File: src/rtl/mc_ctrl_fsm.sv
// Multi-cycle MIPS main control: fetch/decode/execute/memory/writeback sequencing with registered controls.
// Latency: R/I-ALU/sw 4 cycles, lw 5, branch/jump 3; no backpressure, one instruction in flight.
module mc_ctrl_fsm #(
   parameter logic [3:0] RESET_STATE = 4'd0,
   parameter int         CNT_W       = 32
) (
   input  logic             clk,
   input  logic             rst,
   input  logic [5:0]       opcode,
   input  logic [5:0]       funct,
   input  logic             alu_flag,
   input  logic             alu_zero,
   output logic [4:0]       alu_op,
   output logic             alu_src_a,
   output logic [1:0]       alu_src_b,
   output logic             ext_zero,
   output logic             pc_write,
   output logic [1:0]       pc_src,
   output logic             i_or_d,
   output logic             mem_read,
   output logic             mem_write,
   output logic             ir_write,
   output logic             reg_write,
   output logic             reg_dst,
   output logic             mem_to_reg,
   output logic             illegal,
   output logic             instr_done,
   output logic [CNT_W-1:0] instr_count,
   output logic [3:0]       state_dbg
);

   typedef enum logic [3:0] {
      FETCH  = 4'd0,  DECODE = 4'd1,  EXEC_R = 4'd2,  RWB    = 4'd3,
      EXEC_I = 4'd4,  IWB    = 4'd5,  MEMADR = 4'd6,  MEMRD  = 4'd7,
      MEMWB  = 4'd8,  MEMWR  = 4'd9,  BRANCH = 4'd10, JUMP   = 4'd11,
      TRAP   = 4'd12
   } state_t;

   typedef enum logic [1:0] {BR_NONE, BR_EQ, BR_NE, BR_GTZ} br_t;

   typedef struct packed {
      logic [4:0] alu_op;
      logic       alu_src_a;
      logic [1:0] alu_src_b;
      logic       ext_zero;
      logic       pc_wr;
      br_t        br;
      logic [1:0] pc_src;
      logic       i_or_d;
      logic       mem_read;
      logic       mem_write;
      logic       ir_write;
      logic       reg_write;
      logic       reg_dst;
      logic       mem_to_reg;
   } ctrl_t;

   function automatic logic [4:0] r_alu_op(input logic [5:0] f);
      case (f)
         6'h20, 6'h21: r_alu_op = 5'd1;
         6'h22, 6'h23: r_alu_op = 5'd2;
         6'h24:        r_alu_op = 5'd3;
         6'h25:        r_alu_op = 5'd4;
         6'h26:        r_alu_op = 5'd5;
         6'h27:        r_alu_op = 5'd6;
         default:      r_alu_op = 5'd0;
      endcase
   endfunction

   function automatic logic is_retire(input state_t s);
      is_retire = (s == RWB) || (s == IWB) || (s == MEMWB) || (s == MEMWR) ||
                  (s == BRANCH) || (s == JUMP);
   endfunction

   // Controls for the state being entered; IR is stable from DECODE on, so opcode/funct are safe here.
   function automatic ctrl_t ctrl_for(input state_t s, input logic [5:0] op, input logic [5:0] f);
      ctrl_t c;
      c = '0;
      case (s)
         FETCH:  begin c.mem_read = 1'b1; c.ir_write = 1'b1; c.alu_src_b = 2'd1;
                       c.alu_op = 5'd1; c.pc_wr = 1'b1; end
         DECODE: begin c.alu_src_b = 2'd3; c.alu_op = 5'd1; end
         EXEC_R: begin c.alu_src_a = 1'b1; c.alu_op = r_alu_op(f); end
         RWB:    begin c.reg_write = 1'b1; c.reg_dst = 1'b1; end
         EXEC_I: begin
            c.alu_src_a = 1'b1;
            c.alu_src_b = 2'd2;
            case (op)
               6'h08, 6'h09: c.alu_op = 5'd1;
               6'h0C: begin c.alu_op = 5'd3; c.ext_zero = 1'b1; end
               6'h0D: begin c.alu_op = 5'd4; c.ext_zero = 1'b1; end
               6'h0E: begin c.alu_op = 5'd5; c.ext_zero = 1'b1; end
               default: c.alu_op = 5'd0;
            endcase
         end
         IWB:    c.reg_write = 1'b1;
         MEMADR: begin c.alu_src_a = 1'b1; c.alu_src_b = 2'd2; c.alu_op = 5'd1; end
         MEMRD:  begin c.i_or_d = 1'b1; c.mem_read = 1'b1; end
         MEMWB:  begin c.reg_write = 1'b1; c.mem_to_reg = 1'b1; end
         MEMWR:  begin c.i_or_d = 1'b1; c.mem_write = 1'b1; end
         BRANCH: begin
            c.alu_src_a = 1'b1;
            c.pc_src    = 2'd1;
            case (op)
               6'h04:   begin c.alu_op = 5'd2; c.br = BR_EQ;  end
               6'h05:   begin c.alu_op = 5'd2; c.br = BR_NE;  end
               6'h07:   begin c.alu_op = 5'd7; c.br = BR_GTZ; end
               default: c.br = BR_NONE;
            endcase
         end
         JUMP:   begin c.pc_wr = 1'b1; c.pc_src = 2'd2; end
         default: c = '0;
      endcase
      return c;
   endfunction

   state_t           state_q, state_d;
   ctrl_t            ctrl_q, ctrl_d;
   logic             illegal_q, illegal_d;
   logic             instr_done_q, instr_done_d;
   logic [CNT_W-1:0] instr_count_q, instr_count_d;
   logic             br_taken;

   always_comb begin
      state_d = state_q;
      case (state_q)
         FETCH:  state_d = DECODE;
         DECODE: begin
            case (opcode)
               6'h00:                             state_d = EXEC_R;
               6'h23, 6'h2B:                      state_d = MEMADR;
               6'h08, 6'h09, 6'h0C, 6'h0D, 6'h0E: state_d = EXEC_I;
               6'h04, 6'h05, 6'h07:               state_d = BRANCH;
               6'h02:                             state_d = JUMP;
               default:                           state_d = TRAP;
            endcase
         end
         EXEC_R: state_d = (r_alu_op(funct) != 5'd0) ? RWB : TRAP;
         EXEC_I: state_d = IWB;
         MEMADR: state_d = (opcode == 6'h23) ? MEMRD : MEMWR;
         MEMRD:  state_d = MEMWB;
         RWB, IWB, MEMWB, MEMWR, BRANCH, JUMP: state_d = FETCH;
         default: state_d = TRAP;
      endcase
      ctrl_d        = ctrl_for(state_d, opcode, funct);
      illegal_d     = illegal_q | (state_d == TRAP);
      instr_done_d  = is_retire(state_d);
      instr_count_d = is_retire(state_q) ? instr_count_q + CNT_W'(1) : instr_count_q;
   end

   // Reset loads the reset state's own controls so the first fetch fires as soon as rst drops.
   always_ff @(posedge clk or posedge rst) begin
      if (rst) begin
         state_q       <= state_t'(RESET_STATE);
         ctrl_q        <= ctrl_for(state_t'(RESET_STATE), 6'd0, 6'd0);
         illegal_q     <= 1'b0;
         instr_done_q  <= 1'b0;
         instr_count_q <= '0;
      end else begin
         state_q       <= state_d;
         ctrl_q        <= ctrl_d;
         illegal_q     <= illegal_d;
         instr_done_q  <= instr_done_d;
         instr_count_q <= instr_count_d;
      end
   end

   always_comb begin
      br_taken = 1'b0;
      case (ctrl_q.br)
         BR_EQ:   br_taken = alu_zero;
         BR_NE:   br_taken = !alu_zero;
         BR_GTZ:  br_taken = alu_flag;
         default: br_taken = 1'b0;
      endcase
   end

   assign alu_op      = ctrl_q.alu_op;
   assign alu_src_a   = ctrl_q.alu_src_a;
   assign alu_src_b   = ctrl_q.alu_src_b;
   assign ext_zero    = ctrl_q.ext_zero;
   assign pc_src      = ctrl_q.pc_src;
   assign i_or_d      = ctrl_q.i_or_d;
   assign reg_dst     = ctrl_q.reg_dst;
   assign mem_to_reg  = ctrl_q.mem_to_reg;
   assign pc_write    = !rst && (ctrl_q.pc_wr || br_taken);
   assign mem_read    = !rst && ctrl_q.mem_read;
   assign mem_write   = !rst && ctrl_q.mem_write;
   assign ir_write    = !rst && ctrl_q.ir_write;
   assign reg_write   = !rst && ctrl_q.reg_write;
   assign illegal     = illegal_q;
   assign instr_done  = instr_done_q;
   assign instr_count = instr_count_q;
   assign state_dbg   = state_q;

endmodule

File: config.mk
export PLATFORM = sky130hd
export DESIGN_NAME = mc_ctrl_fsm
export DESIGN_NICKNAME = d
export VERILOG_FILES = /design/src/rtl/mc_ctrl_fsm.sv
export SDC_FILE = /design/constraint.sdc
export NUM_CORES = 1
export LEC_CHECK = 0
export CORE_UTILIZATION = 25
export CTS_CLUSTER_DIAMETER = 80
export DETAILED_ROUTE_END_ITERATION = 8
export GPL_ROUTABILITY_DRIVEN = 0
export SYNTH_ARGS = -nofsm -noshare
export SYNTH_HDL_FRONTEND = slang
export SYNTH_SLANG_ARGS = --single-unit
export TNS_END_PERCENT = 20
File: constraint.sdc
create_clock -name clk -period 2.6 [get_ports clk]
set_input_delay 0.39 -clock clk [delete_from_list [all_inputs] [get_ports clk]]
set_output_delay 0.39 -clock clk [all_outputs]
set_load 0.1 [all_outputs]
Word-level counts from Yosys, hierarchy flattened
Index checks and enable logic that the tools add are counted.
Cells by class
  multipliers: 0
  add/subtract/negate cells: 1
  bitwise logic cells: 1
  reductions and logical operators: 38
  eq/ne operators: 45
  shifts and indexed selects: 0
  divide/modulo/power cells: 0
  order comparisons: 0
  mux-type cells: 25
Operators by type and width (number)
  equality test 6 bit (second input constant): 10
  equality test 4 bit (second input constant): 9
  adder 32 x 1 -> 32 bit (second input constant): 1
  equality test 4 x 3 -> 1 bit (second input constant): 8
  equality test 6 x 4 -> 1 bit (second input constant): 5
  case mux 4 bit (7 select lines): 1
  case mux 4 bit (5 select lines): 1
  case mux 5 bit (4 select lines): 1
  equality test 6 x 3 -> 1 bit (second input constant): 3
  case mux 3 bit (6 select lines): 1
  OR reduction 2 bit: 9
  equality test 4 x 2 -> 1 bit (second input constant): 4
  case mux 2 bit (3 select lines): 2
  case mux 3 bit (4 select lines): 1
  OR reduction 3 bit: 4
  logical OR 1 bit: 11
  2-to-1 mux 1 bit: 11
  equality test 4 x 1 -> 1 bit (second input constant): 2
  logical NOT 4 bit: 2
  2-to-1 mux 4 bit: 2
  equality test 6 x 2 -> 1 bit (second input constant): 1
  logical NOT 6 bit: 1
  case mux 3 bit (2 select lines): 1
  OR reduction 6 bit: 1
  12 further kinds: 18
Word-level totals
  output and inout port bits: 57
  memory bits (read-only): 0
  bits in latches: 0
  memory bits (writable): 0
  register bits: 59
  input port bits: 16
  memories kept: 0
  logic and storage cells: 128

Depth between registers and ports, before layout
Gate-level depths: netlist (run 1).
  depth after elaboration: 13
  mapped depth: 9
  mapped depth without buffers: 7

Worst setup path after synthesis (run 1)
Ideal clock, no wire load.
  kind: reg2reg
  start: reg state_q[2] (netlist: state_dbg[2])
  end: reg ctrl_q, in the netlist alu_op[1]
  library setup time: 0.103 ns
  arrival: 2.756 ns
  stages on the path, launching flop included: 8
  setup slack: -0.260 ns
  cells stage by stage: dfrtp_1 buf_4 clkinv_1 or4_4 a211o_1 a211o_2 a21o_1 o41ai_2
RTL lines
  start: declaration: RTL line 117  | state_t state_q, state_d;
  start signal: assignment: RTL line 154  | state_q <= state_t'(RESET_STATE);
  start signal: assignment: RTL line 160  | state_q <= state_d;
  end signal: assignment: RTL line 155  | ctrl_q <= ctrl_for(state_t'(RESET_STATE), 6'd0, 6'd0);
  end signal: assignment: RTL line 161  | ctrl_q <= ctrl_d;
  end: declaration: RTL line 118  | ctrl_t ctrl_q, ctrl_d;

==> results of run 1 <==
final cells by class:
| cell class | instances | area (um^2) | share of cell area, % |
|---|---|---|---|
| multi-input combinational | 184 | 1260 | 31.6 |
| tap | 140 | 175 | 4.40 |
| inverter | 6 | 22.5 | 0.565 |
| sequential | 57 | 1430 | 36.0 |
| timing repair buffer | 89 | 781 | 19.6 |
| clock inverter | 2 | 37.5 | 0.942 |
| clock buffer | 14 | 274 | 6.88 |
power by group:
group	switching (uW)	total [uW]	internal [uW]
combinational	1330	1830	496
sequential	152	1200	1050
clock	383	1200	818
worst max-delay path: stages:
cell             delay (ns)
clkdlybuf4s50_1        0.48
or4_4                  0.57
a21oi_2                0.14
a211oi_1               0.08
a221oi_4               0.32
nand3b_2               0.20
o32ai_1                0.35
through the flow:
| step | setup slack (ns) | hold slack, ns | instances | total power (uW) | cell area [um^2] |
|---|---|---|---|---|---|
| floorplan | -0.0412 | 0.564 | 264 | 2580 | 2840 |
| global placement | -0.0165 | 0.448 | 476 | 3030 | 3670 |
| detailed placement | -0.0144 | 0.456 | 476 | 3040 | 3670 |
| CTS | 0.325 | 0.479 | 492 | 4260 | 3990 |
| global route | 0.199 | 0.504 | 492 | 4410 | 3990 |
| finish | 0.288 | 0.477 | 492 | 4230 | 3990 |
kinds of logic (layout without fill, tap and decap cells):
group	after synthesis	count (layout)
muxes	4	4
and+or+nand+nor	111	111
DFF	57	57
xor gates and xnor gates	33	33
other	1	2
adders and majority gates	1	1
AOI/OAI and AO/OA	33	33
buffers and inverters	23	111
cell usage after synthesis, drive strengths merged, types with 2 or more instances:
master  instances  area (um^2)
dfrtp          52         1300
nand2          29          109
xnor2          23          201
nor2           19         78.8
buf            13          103
nand4          11         68.8
xor2           10         87.6
and4            8         70.1
nand3           8         40.0
nor2b           7         43.8
o21ai           7         35.0
and3            5         31.3
dfstp           5          131
inv             5         18.8
a21oi           4         23.8
and2            4         26.3
clkbuf          4         15.0
a211oi          3         32.5
a21o            3         22.5
mux2            3         33.8
nand3b          3         26.3
nor3            3         15.0
nor3b           3         22.5
a211o           2         18.8
a32oi           2         17.5
nand2b          2         12.5
o32ai           2         17.5
o41ai           2         25.0
or4             2         22.5
how the worst min path moves through the flow:
stage | start | endpoint | slack (ns)
floorplan | opcode[4] | pc_src[1] | 0.56
global placement | illegal | illegal | 0.45
detailed placement | illegal | illegal | 0.46
CTS | illegal | illegal | 0.48
global route | illegal | illegal | 0.50
finish | illegal | illegal | 0.48
metal layers:
metal / part of all wire, % / GRT usage [%]
met3: 4.8 / 3.56
met4: 2.2 / 6.95
met5: 0 / 0
met2: 48 / 20.3
met1: 45 / 15.6
==> impl_metrics.tcl, run 1 <==
set metrics [dict create \
    avgSynthCellArea_um2 10.8 \
    diodes 0 \
    synth_seq_area_share_pct 50.6 \
    cts_tree "built" \
    ys_seq_elements 57 \
    syn_to_final_growth_pct 40.8 \
    numPortBuffers 70 \
    critPathCaptureType "flop" \
    path_class "primary input to flop" \
    cp.required_ns 2.82 \
    path_max_fanout 6 \
    synth_compound_area_share_pct 10.1 \
    clock_latency_ns 0.33 \
    top_level_ports 73 \
    worst-r2r-setup-slack_ns 0.37 \
    die_h_um 108 \
    synth.area.mux_share_pct 1.55 \
    rows 38 \
    synth_fa_ha_area_share_pct 0.442 \
    status "finished, final reports clean" \
    yosys_warnings 0 \
    cts_buffers 9 \
    start_util_pct 25.9 \
    antenna_found_initial 0 \
    grt_max_degree 44 \
    hp-class "flop to flop" \
    postSynthCellCount 263 \
    fin_crit_sh_pct 88.9 \
    antenna_left 0 \
    grt_pass1_wl_um 11300 \
    h-tree-depth 3 \
    die_w_um 108 \
    reg2regPathDepth 7 \
    wl_per_cell_um 14.0 \
    vias 2238 \
    hold_depth 1 \
    p_per_area_mw_per_mm2 1060 \
    drc 0 \
    fin_tns_setup_ns 0 \
    drt_pass1_iterations 4 \
    largest_reg_flops 32 \
    utilization_pct 36.4 \
    synth_top_family_by_area "simple AND/OR/NAND/NOR gates" \
    cts_max_path_buffers 2 \
    worstPathArrival_ns 2.53 \
    core_area_mm2 0.0109 \
    final_max_slew_viol_count 0 \
    first_iter_violations 124 \
    cp-startpoint "opcode[1]" \
    hold_viol_final 0 \
    skew_ns 0.00861 \
    power_leakage_uw 0.00183 \
    cp-start-kind "primary input" \
    synth_edf_count 0 \
    max_cap_violations 0 \
    clock.fmax_ghz 0.433 \
    vias_per_cell 4.55 \
    cts_setup_buffers 0 \
    fp.dieArea_mm2 0.0118 \
    r2r-start "state_dbg[1]" \
    clockRootBuffer "clkbuf_16" \
    synthArstFlopShare_pct 100 \
    reg2reg_to "instr_count[10]" \
    ys_types 59 \
    clock_sinks 57 \
    synth_xor_area_share_pct 10.2 \
    peakVddDrop_mv 0.366 \
    cts_resized 0 \
    grt_setup_unrepaired "no" \
    overflow 0 \
    setup_violations 0 \
    synthSimpleGateAreaFrac_pct 22.0 \
    grt_pass1_vias 2286 \
    dominantRegCellSynth "dfrtp_1" \
    track_usage_pct 12.8 \
    fin_nets 364 \
    crit_path_end "alu_op[2]" \
    drive_gt1_share_pct 31.3 \
    clk_pin_slew_worst_paths_ns 0.05 \
    fillCellCount 1129 \
    syn_area_mm2 0.00283 \
    hpwl_um 5260 \
    layout_commonest_cell "buf_4" \
    layout_common_cells "buf_4, dfrtp_1, nand2_1" \
    period_needed_ns 2.31 \
    holdBufCountCts 0 \
    wl_um 6910 \
]
No activity file was read; power rests on OpenSTA's default activity.
==> inputs of run 2 (changes only) <==
MAX_ROUTING_LAYER = met4   (was unset)
==> impl_metrics.tcl, run 2 (synthesized netlist as in run 1, its figures left out) <==
set metrics [dict create \
    status "finished, final reports clean" \
    vias 2225 \
    overflow 0 \
    grt_pass1_vias 2278 \
    reg2reg_to "instr_count[10]" \
    h-tree-depth 3 \
    drt_pass1_iterations 4 \
    wl_um 6910 \
    grt_max_degree 44 \
    setup_violations 0 \
    grt_pass1_wl_um 11300 \
    clk_pin_slew_worst_paths_ns 0.05 \
    drc 0 \
    top_level_ports 73 \
    antenna_found_initial 0 \
    wl_per_cell_um 14.0 \
    die_h_um 108 \
    period_needed_ns 2.31 \
    hold_viol_final 0 \
    cts_buffers 9 \
    rows 38 \
    clock_latency_ns 0.32 \
    cts_resized 0 \
    clock_sinks 57 \
    post-place-ws_ns -0.0144 \
    fin_nets 364 \
    core_area_mm2 0.0109 \
    diodes 0 \
    syn_to_final_growth_pct 40.8 \
    fin_cells 492 \
    die_w_um 108 \
    final_max_slew_viol_count 0 \
    hp-class "flop to flop" \
    start_util_pct 25.9 \
    power_leakage_uw 0.00183 \
    skew_ns 0.00959 \
    fin_crit_sh_pct 89.0 \
    cts_tree "built" \
    fillCellCount 1129 \
    cts_max_path_buffers 2 \
    setup_ws_ns 0.285 \
    p_per_area_mw_per_mm2 1060 \
    hpwl_um 5260 \
    worst-r2r-setup-slack_ns 0.38 \
    r2r-start "state_dbg[1]" \
    antenna_left 0 \
    numPortBuffers 70 \
    vias_per_cell 4.52 \
    path_class "primary input to flop" \
    hold_depth 1 \
    hold_start "illegal" \
    cts_setup_buffers 0 \
    hold_path_end "illegal" \
    max_cap_violations 0 \
    track_usage_pct 13.1 \
    drive_gt1_share_pct 31.3 \
    cp.required_ns 2.81 \
    dp.cells 476 \
    grt_setup_unrepaired "no" \
    cp-start-kind "primary input" \
    clockRootBuffer "clkbuf_16" \
    fp.dieArea_mm2 0.0118 \
    worstPathArrival_ns 2.53 \
    layout_commonest_cell "buf_4" \
    peakVddDrop_mv 0.366 \
    reg2regPathDepth 7 \
    critPathCaptureType "flop" \
    first_iter_violations 120 \
    layout_common_cells "buf_4, dfrtp_1, nand2_1" \
    largest_reg_flops 32 \
    clock.fmax_ghz 0.432 \
    holdBufCountCts 0 \
    path_max_fanout 6 \
]
[run 2: layout make-up]
| cell class | instances | area (um^2) | area share (%) |
|---|---|---|---|
| Tap cell | 140 | 175 | 4.40 |
| Clock inverter | 2 | 37.5 | 0.942 |
| Sequential cell | 57 | 1430 | 36.0 |
| Timing Repair Buffer | 89 | 781 | 19.6 |
| Inverter | 6 | 22.5 | 0.565 |
| Clock buffer | 14 | 274 | 6.88 |
| Multi-Input combinational cell | 184 | 1260 | 31.6 |
[run 2: critical path, stage by stage]
cell             delay [ns]
clkdlybuf4s50_1        0.48
or4_4                  0.57
a21oi_2                0.14
a211oi_1               0.08
a221oi_4               0.32
nand3b_2               0.19
o32ai_1                0.35
[run 2: worst max path at each step]
stage	cells after the start	slack (ns)	startpoint	endpoint
floorplan	6	-0.04	instr_count[5]	instr_count[25]
global placement	7	-0.02	funct[5]	instr_done
detailed placement	7	-0.01	opcode[2]	alu_op[1]
CTS	7	0.33	opcode[1]	alu_op[0]
global route	7	0.20	state_dbg[1]	instr_count[10]
finish	7	0.29	opcode[1]	alu_op[2]
[run 2: per-stage QoR]
stage	hold slack (ns)	utilization [%]	setup TNS (ns)	instance area, um^2	power [uW]
detailed placement	0.456	33.6	-0.0345	3670	3040
finish	0.477	36.4	0	3990	4220
CTS	0.479	36.4	0	3990	4260
global route	0.504	36.4	0	3990	4410
global placement	0.448	33.6	-0.0165	3670	3030
floorplan	0.564	-	-0.109	2840	2580
[run 2: metal layers]
layer	up-vias	track usage, %	wire, um
li1	1088	-	-
met3	13	3.25	274
met4	0	6.37	137
met1	1070	15.8	3160
met2	54	20.3	3330
met5	-	-	0
[run 2: power by group]
part	internal [uW]	switching, uW	total, uW
Sequential	1050	154	1200
Clock	819	380	1200
Combinational	496	1330	1820
Total	2360	1860	4220
==> inputs of run 3 (changes only) <==
REMOVE_ABC_BUFFERS = 1   (was unset)
SKIP_LAST_GASP = 1   (was unset)
==> impl_metrics.tcl, run 3 (synthesized netlist as in run 1, its figures left out) <==
set metrics [dict create \
    h-tree-depth 3 \
    max-slew-margin-rel_pct 63.6 \
    syn_to_final_growth_pct 42.2 \
    path_class "primary input to flop" \
    multi_input_area_mm2 0.00126 \
    antenna_left 0 \
    post-place-ws_ns -0.0644 \
    core_area_mm2 0.0109 \
    fin_tns_setup_ns 0 \
    finalInstanceArea_mm2 0.00403 \
    setup_ws_ns 0.302 \
    hpwl_um 5220 \
    layout_common_cells "buf_4, dfrtp_1, nand2_1" \
    worst-r2r-setup-slack_ns 0.36 \
    top_level_ports 73 \
    fp.dieArea_mm2 0.0118 \
    clock_sinks 57 \
    grt_max_degree 35 \
    drive_gt1_share_pct 32.0 \
    status "finished, final reports clean" \
    hold_viol_final 0 \
    clock_latency_ns 0.32 \
    reg2reg_to "ctrl_q[10]" \
    skew_ns 0.0108 \
    vias 2244 \
    cts_resized 0 \
    worst_pin_slew_ns 0.546 \
    die_w_um 108 \
    final_max_slew_viol_count 0 \
    crit_path_end "alu_op[2]" \
    crit_buf_inv 1 \
    cts_buffers 9 \
    hold_start "illegal" \
    power_leakage_uw 0.00186 \
    critPathCaptureType "flop" \
    drt_pass1_iterations 4 \
    setup_violations 0 \
    path_cells "clkdlybuf4s50_1, or4_4, a21oi_2, a211oi_1, a221oi_4, nand3b_2, o32ai_1" \
    die_h_um 108 \
    cpLargestDelayFamily "compound AO/OA/AOI/OAI gates" \
    seq_area_mm2 0.00143 \
    period_needed_ns 2.30 \
    start_util_pct 25.9 \
    p_per_area_mw_per_mm2 1070 \
    utilization_pct 36.8 \
    grt_pass1_vias 2174 \
    dp.cells 480 \
    r2r-start "state_dbg[2]" \
    cp.depth 7 \
    holdBufCountCts 0 \
    first_iter_violations 139 \
    fin_nets 368 \
    cts_max_path_buffers 2 \
    cp-startpoint "opcode[1]" \
    worstPathArrival_ns 2.51 \
    cp.required_ns 2.81 \
    max_stage_delay_ns 0.57 \
    clockRootBuffer "clkbuf_16" \
    cts_tree "built" \
    drc 0 \
    diodes 0 \
    peakVddDrop_mv 0.486 \
    clock.fmax_ghz 0.435 \
    path_max_fanout 6 \
    grt_pass1_wl_um 11200 \
    overflow 0 \
    dpl-instance-area_mm2 0.00370 \
    wl_um 6830 \
    fillCellCount 1109 \
    grt_setup_unrepaired "no" \
    cts_setup_buffers 0 \
    reg2regPathDepth 7 \
    cp-start-kind "primary input" \
    hp-class "flop to flop" \
    track_usage_pct 13.0 \
    fin_crit_sh_pct 88.4 \
    rows 38 \
    max_cap_violations 0 \
    antenna_found_initial 0 \
    layout_commonest_cell "buf_4" \
    vias_per_cell 4.52 \
    fin_cells 496 \
    largest_reg_flops 32 \
    worst_path_max_delay_cell "or4_4" \
    numPortBuffers 70 \
    clk_pin_slew_worst_paths_ns 0.05 \
    wl_per_cell_um 13.8 \
]
## run 3: cell count changes in the layout (fill, tap and decap cells not counted)
cell / delta
buf_4: +4
clkbuf_8: -2
bufinv_16: +1
clkbuf_1: -1
clkinv_2: +1
clkinvlp_4: +1
dfrtp_1: +1
dfrtp_2: -1
## run 3: routing by layer
layer  track usage, %  vias up  part of all wire, %
met1             17.5     1073                   49
li1                 -     1105                    -
met2             18.4       56                   46
met3             2.23       10                  3.4
met5                -        -                    0
met4             7.05        0                  2.0
## run 3: worst min path at each step
| stage | to | depth (start not counted) |
|---|---|---|
| after floorplan | alu_op[1] | 1 |
| after global placement | illegal | 1 |
| after detailed placement | illegal | 1 |
| after CTS | illegal | 1 |
| after global routing | instr_count[31] | 1 |
| final | illegal | 1 |
## run 3: layout make-up
cell class	instances	area share, %
Clock buffer	11	6.03
Tap cell	140	4.35
Clock inverter	5	1.99
Sequential cell	57	35.6
Timing Repair Buffer	93	20.1
Inverter	6	0.560
Multi-Input combinational cell	184	31.3
## run 3: per-stage QoR
stage | hold WS, ns | total power (uW)
3_3_place_gp | 0.450 | 3070
6_report | 0.466 | 4320
2_1_floorplan | 0.485 | 2500
3_5_place_dp | 0.456 | 3080
4_1_cts | 0.478 | 4370
5_1_grt | 0.496 | 4520
## run 3: where the power goes
| part | internal, uW | switching [uW] | total [uW] |
|---|---|---|---|
| combinational | 522 | 1350 | 1870 |
| sequential | 1050 | 139 | 1180 |
| clock | 862 | 405 | 1270 |
| total | 2430 | 1890 | 4320 |
